[config.mk]
export PLATFORM = sky130hd
export DESIGN_NAME = decode_scoreboard_flat
export DESIGN_NICKNAME = d
export VERILOG_FILES = /design/src/rtl/decode_scoreboard_if.sv /design/src/rtl/decode_scoreboard.sv /design/src/flat_wrapper.sv
export SDC_FILE = /design/constraint.sdc
export NUM_CORES = 1
export LEC_CHECK = 0
export ABC_AREA = 1
export ABC_CLOCK_PERIOD_IN_PS = 7500
export BUFFER_PORTS_ARGS = -buffer_cell sky130_fd_sc_hd__clkbuf_2
export CORE_MARGIN = 2
export CORE_UTILIZATION = 40
export DETAILED_ROUTE_END_ITERATION = 10
export SETUP_SLACK_MARGIN = 0.02
export SYNTH_ARGS = -nofsm -noshare
export SYNTH_HDL_FRONTEND = slang
export SYNTH_SLANG_ARGS = --single-unit
[constraint.sdc]
create_clock -name clock_i -period 7.5 [get_ports clock_i]
set_input_delay 1.875 -clock clock_i [delete_from_list [all_inputs] [get_ports clock_i]]
set_output_delay 1.875 -clock clock_i [all_outputs]
set_load 0.02 [all_outputs]
[src/rtl/decode_scoreboard_if.sv]
// Handshake bundle between Decode and the issue scoreboard.
// Signal suffixes are relative to the scoreboard (slave) side.
interface decode_scoreboard_if #(
    parameter int REG_ADDR_WIDTH  = 5,
    parameter int STALL_CNT_WIDTH = 8
);
    logic                       enable_i;
    logic                       flushBack_i;
    logic [1:0]                 functionType_i;
    logic [REG_ADDR_WIDTH-1:0]  primOperand_i;
    logic [15:0]                secOperand_i;
    logic                       pRead_i;
    logic                       pWrite_i;
    logic                       sRead_i;
    logic                       writebackEnable_i;
    logic [REG_ADDR_WIDTH-1:0]  writebackReg_i;
    logic                       branchResolved_i;
    logic                       shouldStall_o;
    logic                       issue_o;
    logic [REG_ADDR_WIDTH:0]    pendingCount_o;
    logic [STALL_CNT_WIDTH-1:0] stallCount_o;
    logic                       branchPending_o;

    modport master (
        output enable_i, flushBack_i, functionType_i, primOperand_i, secOperand_i,
               pRead_i, pWrite_i, sRead_i, writebackEnable_i, writebackReg_i,
               branchResolved_i,
        input  shouldStall_o, issue_o, pendingCount_o, stallCount_o, branchPending_o
    );

    modport slave (
        input  enable_i, flushBack_i, functionType_i, primOperand_i, secOperand_i,
               pRead_i, pWrite_i, sRead_i, writebackEnable_i, writebackReg_i,
               branchResolved_i,
        output shouldStall_o, issue_o, pendingCount_o, stallCount_o, branchPending_o
    );
endinterface

[src/rtl/decode_scoreboard.sv]
// Issue scoreboard: tracks in-flight primary writes, stalls Decode on register
// hazards and while a branch is unresolved, and keeps occupancy/stall statistics.
module decode_scoreboard #(
    parameter int NUM_REGS        = 32,
    parameter int REG_ADDR_WIDTH  = 5,
    parameter int STALL_CNT_WIDTH = 8
) (
    input  logic               clock_i,
    input  logic               reset_i,
    decode_scoreboard_if.slave bus
);
    typedef enum logic {RUN, BRANCH} state_t;

    localparam logic [REG_ADDR_WIDTH:0]    PCNT_ONE  = 1;
    localparam logic [STALL_CNT_WIDTH-1:0] STALL_ONE = 1;

    state_t                     r_state;
    logic [NUM_REGS-1:0]        r_pending;
    logic [REG_ADDR_WIDTH:0]    r_pendingCount;
    logic [STALL_CNT_WIDTH-1:0] r_stallCount;

    logic [REG_ADDR_WIDTH-1:0]  w_secIdx;
    logic                       w_primValid;
    logic                       w_secValid;
    logic                       w_wbValid;
    logic                       w_primPending;
    logic                       w_secPending;
    logic                       w_hazard;
    logic                       w_active;
    logic                       w_stall;
    logic                       w_issue;
    logic                       w_setEn;
    logic                       w_clrEn;
    logic                       w_setHit;
    logic                       w_clrHit;
    logic [NUM_REGS-1:0]        w_setMask;
    logic [NUM_REGS-1:0]        w_clrMask;
    logic                       w_unusedSecBits;

    assign w_secIdx        = bus.secOperand_i[REG_ADDR_WIDTH-1:0];
    assign w_unusedSecBits = ^bus.secOperand_i[15:REG_ADDR_WIDTH];

    // Indices beyond the tracked register file never hazard and are never recorded.
    assign w_primValid = 32'(bus.primOperand_i)  < 32'(NUM_REGS);
    assign w_secValid  = 32'(w_secIdx)           < 32'(NUM_REGS);
    assign w_wbValid   = 32'(bus.writebackReg_i) < 32'(NUM_REGS);

    assign w_primPending = w_primValid && r_pending[bus.primOperand_i];
    assign w_secPending  = w_secValid  && r_pending[w_secIdx];
    assign w_hazard      = ((bus.pRead_i || bus.pWrite_i) && w_primPending)
                         || (bus.sRead_i && w_secPending);

    assign w_active = !reset_i && bus.enable_i && !bus.flushBack_i;
    assign w_stall  = w_active && (w_hazard || (r_state == BRANCH));
    assign w_issue  = w_active && !w_stall;

    assign w_setEn  = w_issue && bus.pWrite_i && w_primValid;
    assign w_clrEn  = bus.writebackEnable_i && w_wbValid;
    assign w_setHit = w_setEn && !r_pending[bus.primOperand_i];
    // A clear of the index being set this cycle is overridden, so it must not count.
    assign w_clrHit = w_clrEn && r_pending[bus.writebackReg_i]
                   && !(w_setEn && (bus.primOperand_i == bus.writebackReg_i));

    always_comb begin
        w_setMask = '0;
        w_clrMask = '0;
        for (int i = 0; i < NUM_REGS; i++) begin
            w_setMask[i] = w_setEn && (32'(bus.primOperand_i)  == 32'(i));
            w_clrMask[i] = w_clrEn && (32'(bus.writebackReg_i) == 32'(i));
        end
    end

    always_ff @(posedge clock_i) begin
        if (reset_i) begin
            r_state        <= RUN;
            r_pending      <= '0;
            r_pendingCount <= '0;
            r_stallCount   <= '0;
        end else begin
            r_pending <= (r_pending & ~w_clrMask) | w_setMask;

            if (w_setHit && !w_clrHit) begin
                r_pendingCount <= r_pendingCount + PCNT_ONE;
            end else if (w_clrHit && !w_setHit) begin
                r_pendingCount <= r_pendingCount - PCNT_ONE;
            end

            if (!w_stall) begin
                r_stallCount <= '0;
            end else if (r_stallCount != '1) begin
                r_stallCount <= r_stallCount + STALL_ONE;
            end

            case (r_state)
                RUN: begin
                    if (w_issue && (bus.functionType_i == 2'd2)) begin
                        r_state <= BRANCH;
                    end
                end
                BRANCH: begin
                    if (bus.branchResolved_i || bus.flushBack_i) begin
                        r_state <= RUN;
                    end
                end
                default: r_state <= RUN;
            endcase
        end
    end

    assign bus.shouldStall_o   = w_stall;
    assign bus.issue_o         = w_issue;
    assign bus.pendingCount_o  = r_pendingCount;
    assign bus.stallCount_o    = r_stallCount;
    assign bus.branchPending_o = (r_state == BRANCH);
endmodule

[src/flat_wrapper.sv]
// flat-port wrapper written by rule: the top's interface ports become plain ports
module decode_scoreboard_flat 
#(
    parameter int NUM_REGS        = 32,
    parameter int REG_ADDR_WIDTH  = 5,
    parameter int STALL_CNT_WIDTH = 8
)
  (clock_i, reset_i, bus_enable_i, bus_flushBack_i, bus_functionType_i, bus_primOperand_i, bus_secOperand_i, bus_pRead_i, bus_pWrite_i, bus_sRead_i, bus_writebackEnable_i, bus_writebackReg_i, bus_branchResolved_i, bus_shouldStall_o, bus_issue_o, bus_pendingCount_o, bus_stallCount_o, bus_branchPending_o);
  decode_scoreboard_if #(.REG_ADDR_WIDTH(REG_ADDR_WIDTH), .STALL_CNT_WIDTH(STALL_CNT_WIDTH)) bus_i ();
  input  logic clock_i;
  input  logic reset_i;
  input wire logic [$bits(bus_i.enable_i)-1:0] bus_enable_i;
  input wire logic [$bits(bus_i.flushBack_i)-1:0] bus_flushBack_i;
  input wire logic [$bits(bus_i.functionType_i)-1:0] bus_functionType_i;
  input wire logic [$bits(bus_i.primOperand_i)-1:0] bus_primOperand_i;
  input wire logic [$bits(bus_i.secOperand_i)-1:0] bus_secOperand_i;
  input wire logic [$bits(bus_i.pRead_i)-1:0] bus_pRead_i;
  input wire logic [$bits(bus_i.pWrite_i)-1:0] bus_pWrite_i;
  input wire logic [$bits(bus_i.sRead_i)-1:0] bus_sRead_i;
  input wire logic [$bits(bus_i.writebackEnable_i)-1:0] bus_writebackEnable_i;
  input wire logic [$bits(bus_i.writebackReg_i)-1:0] bus_writebackReg_i;
  input wire logic [$bits(bus_i.branchResolved_i)-1:0] bus_branchResolved_i;
  output wire logic [$bits(bus_i.shouldStall_o)-1:0] bus_shouldStall_o;
  output wire logic [$bits(bus_i.issue_o)-1:0] bus_issue_o;
  output wire logic [$bits(bus_i.pendingCount_o)-1:0] bus_pendingCount_o;
  output wire logic [$bits(bus_i.stallCount_o)-1:0] bus_stallCount_o;
  output wire logic [$bits(bus_i.branchPending_o)-1:0] bus_branchPending_o;
  assign bus_i.enable_i = bus_enable_i;
  assign bus_i.flushBack_i = bus_flushBack_i;
  assign bus_i.functionType_i = bus_functionType_i;
  assign bus_i.primOperand_i = bus_primOperand_i;
  assign bus_i.secOperand_i = bus_secOperand_i;
  assign bus_i.pRead_i = bus_pRead_i;
  assign bus_i.pWrite_i = bus_pWrite_i;
  assign bus_i.sRead_i = bus_sRead_i;
  assign bus_i.writebackEnable_i = bus_writebackEnable_i;
  assign bus_i.writebackReg_i = bus_writebackReg_i;
  assign bus_i.branchResolved_i = bus_branchResolved_i;
  assign bus_shouldStall_o = bus_i.shouldStall_o;
  assign bus_issue_o = bus_i.issue_o;
  assign bus_pendingCount_o = bus_i.pendingCount_o;
  assign bus_stallCount_o = bus_i.stallCount_o;
  assign bus_branchPending_o = bus_i.branchPending_o;
  decode_scoreboard #(.NUM_REGS(NUM_REGS), .REG_ADDR_WIDTH(REG_ADDR_WIDTH), .STALL_CNT_WIDTH(STALL_CNT_WIDTH)) u_core (.clock_i(clock_i), .reset_i(reset_i), .bus(bus_i));
endmodule
==> impl_summary.txt, run 1 <==
----------------------------------------------------
[Global route]
  Tot GR Track Use ... 23.7%
  Largest net degree at the start of global routing ... 41
  Busiest metal layer after global routing ... met2
  Number of global-route vias before repair ... 3265
  Global routing usage on met1 ... 35.0%
  Antenna violations before repair ... 0
  GR Layer Usage met2 ... between 30% and 40%
  Met3 track demand over resource in global routing ... around 4.2%
  First-pass GRT wire length ... ~17000 µm
  Overflow left after global routing ... 0

[CTS]
  Number of levels the H-tree was split into ... 2
  Post-cts hold buffer count ... 0
  Clk buf depth ... 2
  Sinks on Clock Net ... 47
  Clock latency on the worst-skew pair ... between 0.3 and 0.4 ns
  CTS clock-pin slew for the worst setup and hold paths ... roughly 0.09 ns
  CTS tree ... yes
  Master cell of the clock root buffer ... clkbuf_8
  Clock buffer count from CTS ... 5
  # Post-CTS Setup Buffers ... 0
  Count of instances resized after the clock tree is built ... 0

[Worst setup path]
  Crit end category ... output pin
  CP required ... ~5.6 ns
  Launching point of the worst reg2reg path ... u_core.r_pending[6]
  Worst-path fanout max ... 18
  Worst Path Class, Setup ... in -> out
  Worst endpoint data arrival time ... ~4 ns
  Crit path launch type ... input port
  Critical path origin ... bus_primOperand_i[4]

[Yosys]
  Netlist area before placement ... 3320 µm²
  Number of warning messages in the yosys log ... 0
  Post-synthesis area per instance ... 6.08 µm²
  Number of distinct library cells after synthesis ... 33
  Top cell type's share of synthesized area ... 28.3%
  Nets in the synthesized netlist ... 591
  Number of instances in the synthesized netlist ... 547
  Cells taking the most area after synthesis ... dfxtp_1 (28%), nand2_1 (18%), a21oi_1 (8.1%), nand4_1 (6.4%), nor2_1 (6.3%)
  Portion of the post-synthesis area used by sequential elements ... 28.3%
  Post-synthesis cell type with the largest combined area ... dfxtp_1
  Number of storage elements in the synthesis netlist ... 47

[Timing]
  Final Critical Period ... 5.80 ns
  Final critical-path share of the clock period ... 77.3%
  Total Neg Setup Slack ... 0 ns
  FMAX ... 172 MHz
  Max transition margin ... 28.2%
  Tightest Pin Transition ... about 1.1 ns
  Unrepaired setup endpoints after global routing ... no
  Final-report hold violation count ... 0
  Clk_skew ... 0.0133 ns
  Minimum hold slack ... 0.504 ns
  Final Max Tran Viols ... 0
  Total of endpoints with negative setup slack in the final report ... 0

[Cells and area]
  Area taken by flip-flops and latches ... 941 µm²
  P&R area growth vs syn ... 10.5%
  Layout Nets ... 613
  Filler cells ... 881
  Count of non-filler cells in the finished layout ... 675
  Antenna fix cells ... 0
  Area of the multi-input gates ... 2100 µm²
  Fraction of layout cells with a size suffix above 1 ... a little under an eighth
  Post-route design area ... 3670 µm²

[Place]
  Detailed-placement wirelength estimate ... 7350 µm
  Routability congestion estimate ... roughly 0.9
  Placed cells ... 667
  Count of buffers from port buffering ... between 40 and 50
  Post-placement cell area ... 3560 µm²

[Floorplan]
  Die width ... approximately 95 µm
  Count of pins on the block boundary ... 54
  Area inside the core boundary ... between 8000 and 9000 µm²
  Starting density of the core ... around two fifths
  Die Span Y ... 95.2 µm
  Site Rows ... 33
  DIE AREA ... 9060 µm²

[Routing]
  Number of antenna-violating nets in the routed design ... 0
  Total Routed Length ... 10400 µm
  Via-to-Cell Ratio ... about 5.6
  Total via count after detailed routing ... around 3800
  # DRC ... 0
  Drt initial violations ... roughly 320
  Number of iterations in the first detailed-routing pass ... 5
  Final routed wire length divided by cell count ... 15.4 µm

[Power]
  Leak pwr ... 1.53 nW
  Post-route total power ... 0.535 mW
  Total power density per cell area ... 146 nW/µm²
  Max rail drop VDD ... 83.4 µV

[Run status]
  Status ... complete, no violations

[Flow run]
  MaxCap Viol Count ... 0

[Min path]
  Hold path start ... u_core.bus.branchPending_o
  Worst hold path class ... reg -> reg

----------------------------------------------------
[placed cells by master, fill, tap and decap left out]
cell type | synthesis | layout
clkinv_1 | 1 | 1
xnor2_1 | 2 | 2
clkbuf_2 | 0 | 42
o21ai_0 | 40 | 40
a21oi_1 | 54 | 54
nand4_1 | 34 | 34
buf_4 | 4 | 2
o21ai_2 | 1 | 1
a22oi_1 | 16 | 16
inv_2 | 4 | 4
nand3_1 | 22 | 22
nor3b_2 | 0 | 1
inv_6 | 0 | 1
nor4_1 | 2 | 2
o21ai_1 | 3 | 3
nor2_4 | 1 | 1
clkbuf_8 | 0 | 5
fa_1 | 1 | 1
a21o_1 | 2 | 2
o21bai_1 | 1 | 1
ha_1 | 6 | 6
a31oi_1 | 1 | 1
nand2_1 | 157 | 157
nand2_2 | 2 | 2
xor2_1 | 7 | 7
clkinv_4 | 0 | 1
nor2_1 | 56 | 56
dfxtp_1 | 47 | 47
bufinv_16 | 0 | 1
o211ai_1 | 1 | 1
or2_2 | 3 | 3
inv_1 | 37 | 37
nor2_2 | 1 | 1
nor3_1 | 14 | 14
nand3_2 | 1 | 1
[power breakdown]
group | switching [mW] | internal (mW) | total (mW)
clock | 0.0972 | 0.101 | 0.198
combinational | 0.0628 | 0.0216 | 0.0844
sequential | 0.00163 | 0.251 | 0.252
total | 0.162 | 0.374 | 0.535
[layout make-up]
| class | instances | share of cell area, % |
|---|---|---|
| sequential | 47 | 25.6 |
| clock buffer | 5 | 1.87 |
| timing repair buffer | 44 | 6.13 |
| multi-input combinational | 429 | 57.2 |
| clock inverter | 3 | 1.29 |
| inverter | 42 | 4.29 |
| tap | 105 | 3.58 |
[logic make-up (layout without fill, tap and decap cells)]
kind of cell / Yosys count / in the layout / synth area share (%)
adder cells (fa/ha/maj): 7 / 7 / 2.86
AND/OR/NAND/NOR: 294 / 294 / 38.2
buffers and inverters: 71 / 94 / 8.66
flip-flops: 47 / 47 / 28.3
AO/OA/AOI/OAI: 119 / 119 / 19.6
XOR/XNOR: 9 / 9 / 2.37
[metrics by stage]
step,util (%),setup WS [ns]
floorplan,-,2.37
global placement,43.7,1.66
detailed placement,43.7,1.67
CTS,45.1,1.67
global route,45.1,1.44
finish,45.1,1.70
[state kept, by name, summed over array words and instances, names as in the netlist]
register,cells
u_core.r_pending,32
u_core.bus.pendingCount_o,6
u_core.bus.stallCount_o,8
u_core.bus.branchPending_o,1
[synth_stat cells, drive strengths merged]
cell type	number
nand2	159
nor2	58
a21oi	54
dfxtp	47
o21ai	44
inv	41
nand4	34
nand3	23
clkbuf	19
a22oi	16
nor3	14
buf	10
xor2	7
ha	6
or2	3
a21o	2
nor4	2
xnor2	2
a31oi	1
clkinv	1
fa	1
nor3b	1
o211ai	1
o21bai	1
[critical path, stage by stage]
cell and delay, ns:
clkbuf_2 0.35, clkinv_1 0.58, a21oi_1 0.30, nand2_1 0.09, nand3_2 0.07, nand2_2 0.08, o21ai_2 0.34, inv_1 0.07
clkbuf_2 0.16
[worst paths after layout]
check,slack (ns),depth (start not counted),end
max,1.70,9,bus_shouldStall_o
min,0.50,2,u_core.bus.branchPending_o
max reg2reg,4.39,21,u_core.bus.pendingCount_o[5]
min reg2reg,0.50,2,u_core.bus.branchPending_o
[routing by layer]
metal	wire length (µm)	up-vias
met5	0	-
met4	111	0
met3	840	13
met2	4540	147
met1	4920	1728
li1	-	1886
Note: power is estimated with default switching activity, not from simulation.
==> inputs of run 2 (changes only) <==
ABC_AREA = 0   (was 1)
ABC_CLOCK_PERIOD_IN_PS = 4800   (was 7500)
clock period = 4.8 ns   (was 7.5 ns; I/O delays follow)
==> impl_summary.txt, run 2 <==
----------------------------------------------------
[CTS]
  CTS clock-pin slew for the worst setup and hold paths ... 0.08 ns
  Number of levels the H-tree was split into ... 2
  # Post-CTS Setup Buffers ... 0
  Count of instances resized after the clock tree is built ... 0
  Clk buf depth ... 2
  Clock latency on the worst-skew pair ... 0.30 ns
  Post-cts hold buffer count ... 0
  Master cell of the clock root buffer ... clkbuf_8
  Sinks on Clock Net ... 47
  Clock buffer count from CTS ... 5
  CTS tree ... yes

[Worst setup path]
  Crit end category ... register
  CP required ... 4.99 ns
  Number of buffers and inverters on the critical path ... 2
  Worst endpoint data arrival time ... approximately 4.8 ns
  Launching point of the worst reg2reg path ... u_core.r_pending[3]
  Register-to-Register Path Depth ... 15
  Slowest cell delay on critical path ... around 0.54 ns
  Crit path launch type ... input port
  Register-to-Register Setup Slack ... approximately 1 ns
  Critical Path Slowest Stage Cell ... mux4_2
  Worst reg2reg endpoint ... u_core.bus.pendingCount_o[5]
  Sequence of cells on the critical path ... clkbuf_2, mux4_2, mux2_2, nor4b_4, o41ai_4, nor3_1, ha_1, inv_1, ha_1, a21o_1, a21oi_1, o21bai_1, a21oi_1, mux2i_1, mux2_2
  Worst Path Class, Setup ... in -> reg
  Top delay family on crit path ... multiplexers
  Worst-path fanout max ... 5

[Cells and area]
  Filler cells ... 786
  Antenna fix cells ... 0
  Most frequent standard cell in the layout excluding fill and tap cells ... dfxtp_1
  Layout Nets ... between 400 and 500
  Fraction of layout cells with a size suffix above 1 ... 28.6%
  P&R area growth vs syn ... 14.2%
  Count of non-filler cells in the finished layout ... 473
  Flip-flop count of the largest register, all copies and words added ... 32
  Most used cells in the layout excluding fill and tap cells ... dfxtp_1 (47), clkbuf_2 (42), nand3_1 (32)
  Area taken by flip-flops and latches ... 941 µm²
  Post-route design area ... 3640 µm²
  Area of the multi-input gates ... 2090 µm²
  Top reg by flops ... u_core.r_pending

[Timing]
  Final Critical Period ... 4.58 ns
  Total Neg Setup Slack ... 0 ns
  Unrepaired setup endpoints after global routing ... no
  Clk_skew ... between 0.008 and 0.009 ns
  Tightest Pin Transition ... roughly 0.64 ns
  Minimum hold slack ... 0.515 ns
  Max transition margin ... 56.9%
  FMAX ... roughly 220 MHz
  Total of endpoints with negative setup slack in the final report ... 0
  Final-report hold violation count ... 0
  Final Max Tran Viols ... 0
  Final critical-path share of the clock period ... between 90 and 100%

[Yosys]
  Number of instances in the synthesized netlist ... 333
  Number of flops mapped to enable cells by yosys ... 0
  Cell with the most instances after synthesis ... dfxtp_1
  Top cell type's share of synthesized area ... about 29%
  Number of distinct library cells after synthesis ... 50
  Post-synthesis area per instance ... 9.59 µm²
  Portion of the post-synthesis area used by sequential elements ... 29.5%
  Number of warning messages in the yosys log ... 0
  Netlist area before placement ... 3190 µm²
  FFs w/ async S/R, synth ... 0%
  Post-synthesis cell type with the largest combined area ... dfxtp_1
  Ys flop type ... dfxtp_1
  Nets in the synthesized netlist ... 377
  Cells taking the most area after synthesis ... dfxtp_1 (29%), mux4_2 (16%), o31ai_1 (5.4%), nand3_1 (5.0%), nand2_1 (3.1%)
  Commonest cells post-synth ... dfxtp_1 (47), nand3_1 (32), nand2_1 (26)
  Number of storage elements in the synthesis netlist ... 47

[Routing]
  Total Routed Length ... 9130 µm
  # DRC ... 0
  Drt initial violations ... 274
  Number of iterations in the first detailed-routing pass ... 4
  Number of antenna-violating nets in the routed design ... 0
  Final routed wire length divided by cell count ... 19.3 µm
  Total via count after detailed routing ... 2913
  Via-to-Cell Ratio ... 6.16

[Power]
  Register share of total power ... 48.5%
  Max rail drop VDD ... 88.3 µV
  Total power density per cell area ... 223 nW/µm²
  Net load switching power ... approximately 0.22 mW
  Leak pwr ... 1.39 nW
  Switching portion of total power ... 26.8%
  Clock power share ... around a third
  Internal ... slightly below 0.6 mW
  Comb pwr share ... 16.5%

[Global route]
  Antenna violations before repair ... 0
  Overflow left after global routing ... 0
  Number of global-route vias before repair ... around 2700
  Tot GR Track Use ... a little over a fifth
  Largest net degree at the start of global routing ... 44
  First-pass GRT wire length ... 14400 µm

[Place]
  Detailed-placement wirelength estimate ... about 6600 µm
  Placed cells ... between 400 and 500
  Routability congestion estimate ... 0.874
  Post-placement cell area ... roughly 3500 µm²
  Count of buffers from port buffering ... 42

[Min path]
  Sink of the worst hold path ... u_core.r_pending[24]
  Worst hold path class ... reg -> reg
  Hold path start ... u_core.r_pending[24]
  Worst Hold Path Cells ... 2

[Floorplan]
  Die Span Y ... 93.3 µm
  Die width ... approximately 93 µm
  Starting density of the core ... between 40% and 50%
  Area inside the core boundary ... ~7700 µm²
  Site Rows ... 32
  Count of pins on the block boundary ... 54
  DIE AREA ... between 8000 and 9000 µm²

[Flow run]
  MaxCap Viol Count ... 0

[Run status]
  Status ... complete, no violations

----------------------------------------------------
-- run 2: worst max-delay path by stage --
stage                                         to  cells after the start  slack (ns)            startpoint
floorplan           u_core.bus.pendingCount_o[5]                     16        0.09  bus_primOperand_i[0]
global placement    u_core.bus.pendingCount_o[5]                     17       -0.03   bus_secOperand_i[0]
detailed placement  u_core.bus.pendingCount_o[5]                     16       -0.06  bus_primOperand_i[0]
CTS                            bus_shouldStall_o                      9        0.12  bus_primOperand_i[1]
global route        u_core.bus.pendingCount_o[5]                     16        0.04   bus_secOperand_i[0]
finish              u_core.bus.pendingCount_o[5]                     15        0.22  bus_primOperand_i[0]
-- run 2: kinds of logic (layout without fill, tap and decap cells) --
kind of cell / count (synthesis) / count (layout) / share of synthesized area, %
simple gates: 125 / 125 / 20.9
fa+ha+maj: 7 / 7 / 2.98
buf+inv: 36 / 74 / 5.17
compound gates: 74 / 74 / 19.0
flops: 47 / 47 / 29.5
mux: 37 / 37 / 20.5
xor+xnor: 7 / 7 / 1.92
-- run 2: stage by stage --
stage / worst slack, ns / total power [mW] / utilization [%]
floorplan: 0.0906 / 0.493 / -
global placement: -0.0252 / 0.534 / 45.8
detailed placement: -0.0559 / 0.535 / 45.8
CTS: 0.118 / 0.818 / 47.1
global route: 0.0418 / 0.842 / 47.2
finish: 0.219 / 0.813 / 47.2
-- run 2: per-layer routing --
layer | vias to the layer above | part of all wire, % | track usage [%]
met5 | - | 0 | 0
met4 | 0 | 1.8 | 7.35
met3 | 15 | 7.4 | 2.98
met2 | 127 | 48 | 34.5
met1 | 1411 | 43 | 29.5
li1 | 1360 | - | -
-- run 2: worst reg2reg max path: stages, from the launching register on --
cell	delay, ns
dfxtp_1	0.36
mux4_2	0.47
nor2b_1	0.15
a2111oi_2	0.34
a311o_2	0.20
o41ai_4	0.09
nor3_1	0.29
ha_1	0.23
inv_1	0.08
ha_1	0.27
a21o_1	0.18
a21oi_1	0.19
o21bai_1	0.09
a21oi_1	0.17
mux2i_1	0.21
mux2_2	0.34
-- run 2: power groups by stage --
stage,Sequential [mW],Clock [mW],Combinational (mW)
global placement,0.403,0,0.131
detailed placement,0.404,0,0.132
floorplan,0.405,0,0.0873
CTS,0.394,0.291,0.132
finish,0.394,0.284,0.134
global route,0.395,0.302,0.145
-- run 2: area by class of cell --
| type | instances | area share, % |
|---|---|---|
| Clock inverter | 1 | 0.824 |
| Multi-Input combinational cell | 250 | 57.2 |
| Inverter | 7 | 0.721 |
| Timing Repair Buffer | 60 | 9.92 |
| Clock buffer | 6 | 1.99 |
| Sequential cell | 47 | 25.8 |
| Tap cell | 102 | 3.50 |
==> inputs of run 3 (changes only) <==
CORE_UTILIZATION = 51   (was 40)
PLACE_DENSITY = 0.76   (was default)
RECOVER_POWER = 100   (was default)
==> impl_summary.txt, run 3 (synthesis gave the netlist of run 2 again) <==
----------------------------------------------------
[Power]
  Clock power share ... 32.1%
  Switching portion of total power ... 29.9%
  Net load switching power ... 0.230 mW
  Leak pwr ... 1.27 nW
  Max rail drop VDD ... 115 µV
  Comb pwr share ... roughly 17%
  Internal ... 0.539 mW
  Register share of total power ... 51.3%
  Total power density per cell area ... between 200 and 250 nW/µm²

[Routing]
  Total via count after detailed routing ... approximately 3000
  Final routed wire length divided by cell count ... 19.2 µm
  Number of antenna-violating nets in the routed design ... 0
  # DRC ... 0
  Total Routed Length ... ~8500 µm
  Drt initial violations ... 333
  Number of iterations in the first detailed-routing pass ... 5
  Via-to-Cell Ratio ... between 6 and 7

[Timing]
  Minimum hold slack ... roughly 0.52 ns
  Unrepaired setup endpoints after global routing ... no
  Clk_skew ... approximately 0.0076 ns
  Tightest Pin Transition ... 0.586 ns
  Total of endpoints with negative setup slack in the final report ... 0
  FMAX ... 214 MHz
  Final worst slack ... 0.135 ns
  Max transition margin ... just over 60%
  Final Critical Period ... 4.67 ns
  Final Max Tran Viols ... 0
  Final critical-path share of the clock period ... 97.2%
  Final-report hold violation count ... 0

[Global route]
  Tot GR Track Use ... 24.7%
  Largest net degree at the start of global routing ... between 40 and 50
  First-pass GRT wire length ... 13800 µm
  Overflow left after global routing ... 0
  Antenna violations before repair ... 0
  Number of global-route vias before repair ... 2749

[CTS]
  Clock latency on the worst-skew pair ... roughly 0.31 ns
  Master cell of the clock root buffer ... clkbuf_8
  Post-cts hold buffer count ... 0
  Sinks on Clock Net ... 47
  CTS clock-pin slew for the worst setup and hold paths ... 0.09 ns
  Count of instances resized after the clock tree is built ... 0
  # Post-CTS Setup Buffers ... 0
  Clk buf depth ... 2
  CTS tree ... yes
  Clock buffer count from CTS ... 5
  Number of levels the H-tree was split into ... 2

[Floorplan]
  Site Rows ... 28
  Die Span Y ... 83.1 µm
  Count of pins on the block boundary ... 54
  Die width ... around 83 µm
  Area inside the core boundary ... around 6000 µm²
  Starting density of the core ... 53.3%
  DIE AREA ... just under 7000 µm²

[Worst setup path]
  Register-to-Register Setup Slack ... 1.08 ns
  Worst Path Class, Setup ... in -> out
  CP required ... approximately 3.6 ns
  Critical path origin ... bus_secOperand_i[0]
  End point of the critical path ... bus_issue_o
  Worst endpoint data arrival time ... 3.47 ns
  Worst reg2reg endpoint ... u_core.bus.pendingCount_o[5]
  Crit end category ... output pin
  Launching point of the worst reg2reg path ... u_core.r_pending[2]
  Register-to-Register Path Depth ... 15
  Worst-path fanout max ... 43
  Crit path launch type ... input port

[Cells and area]
  Flip-flop count of the largest register, all copies and words added ... 32
  Layout Nets ... around 410
  Most frequent standard cell in the layout excluding fill and tap cells ... dfxtp_1
  P&R area growth vs syn ... 9.68%
  Fraction of layout cells with a size suffix above 1 ... between 20% and 30%
  Antenna fix cells ... 0
  Area taken by flip-flops and latches ... around 940 µm²
  Top reg by flops ... u_core.r_pending
  Area of the multi-input gates ... around 2100 µm²
  Most used cells in the layout excluding fill and tap cells ... dfxtp_1 (47), nand3_1 (32), nand2_1 (26), clkbuf_2 (26), o31ai_1 (23)
  Filler cells ... 545

[Place]
  Post-place setup slack ... -0.0574 ns
  Count of buffers from port buffering ... 42
  Detailed-placement wirelength estimate ... slightly above 6000 µm
  Routability congestion estimate ... 0.863

[Min path]
  Worst Hold Path Cells ... 2
  Worst hold path class ... reg -> reg

[Run status]
  Status ... complete, no violations

[Flow run]
  MaxCap Viol Count ... 0

----------------------------------------------------
[run 3: cell count changes in the layout (fill, tap and decap cells not counted)]
cell	previous run	this run
buf_4	16	12
clkbuf_2	42	26
buf_12	1	0
o41ai_2	4	0
and2_0	0	1
buf_6	1	0
clkinvlp_4	0	2
o41ai_1	4	8
clkbuf_1	1	18
bufinv_16	1	0
and2_1	2	1
clkinv_2	0	1
clkbuf_4	0	1
[run 3: worst max-delay path, cell delays in order]
cell and delay [ns]:
clkbuf_2 0.22, mux4_2 0.56, nor2b_1 0.16, a2111oi_2 0.34
a311o_2 0.20, o41ai_4 0.09, buf_4 0.29, nor2_1 0.15
clkbuf_1 0.24
[run 3: cell type report]
type / count / area share [%]
Clock inverter: 3 / 0.572
Clock buffer: 5 / 1.97
Inverter: 7 / 0.751
Multi-Input combinational cell: 250 / 58.7
Sequential cell: 47 / 26.9
Timing Repair Buffer: 57 / 8.43
Tap cell: 75 / 2.68
[run 3: metal layers]
metal	wire length (µm)	track usage (%)
met1	3620	31.9
met2	4050	39.9
met5	0	0
met4	193	9.69
met3	637	6.16
[run 3: per-stage QoR]
stage                      TNS (ns)  power, mW  instances  instance area, µm²  util (%)
after global routing              0      0.794        444                3500      58.4
final                             0      0.769        444                3500      58.4
after detailed placement    -0.0574      0.531        436                3470      57.9
after CTS                         0      0.768        444                3560      59.4
after floorplan                   0      0.493        333                3190         -
after global placement    -0.000660      0.529        436                3470      57.9
[run 3: power by group through the flow]
stage	sequential [mW]	combinational, mW	clock (mW)
floorplan	0.405	0.0873	0
global placement	0.403	0.126	0
detailed placement	0.404	0.127	0
CTS	0.394	0.128	0.245
global route	0.395	0.138	0.262
finish	0.394	0.127	0.247
[run 3: worst min-delay path by stage]
stage / startpoint / end / slack (ns)
after floorplan: u_core.r_pending[10] / u_core.r_pending[10] / 0.46
after global placement: u_core.r_pending[16] / u_core.r_pending[16] / 0.49
after detailed placement: u_core.r_pending[16] / u_core.r_pending[16] / 0.50
after CTS: u_core.r_pending[16] / u_core.r_pending[16] / 0.51
after global routing: u_core.r_pending[13] / u_core.r_pending[13] / 0.54
final: u_core.r_pending[20] / u_core.r_pending[20] / 0.52
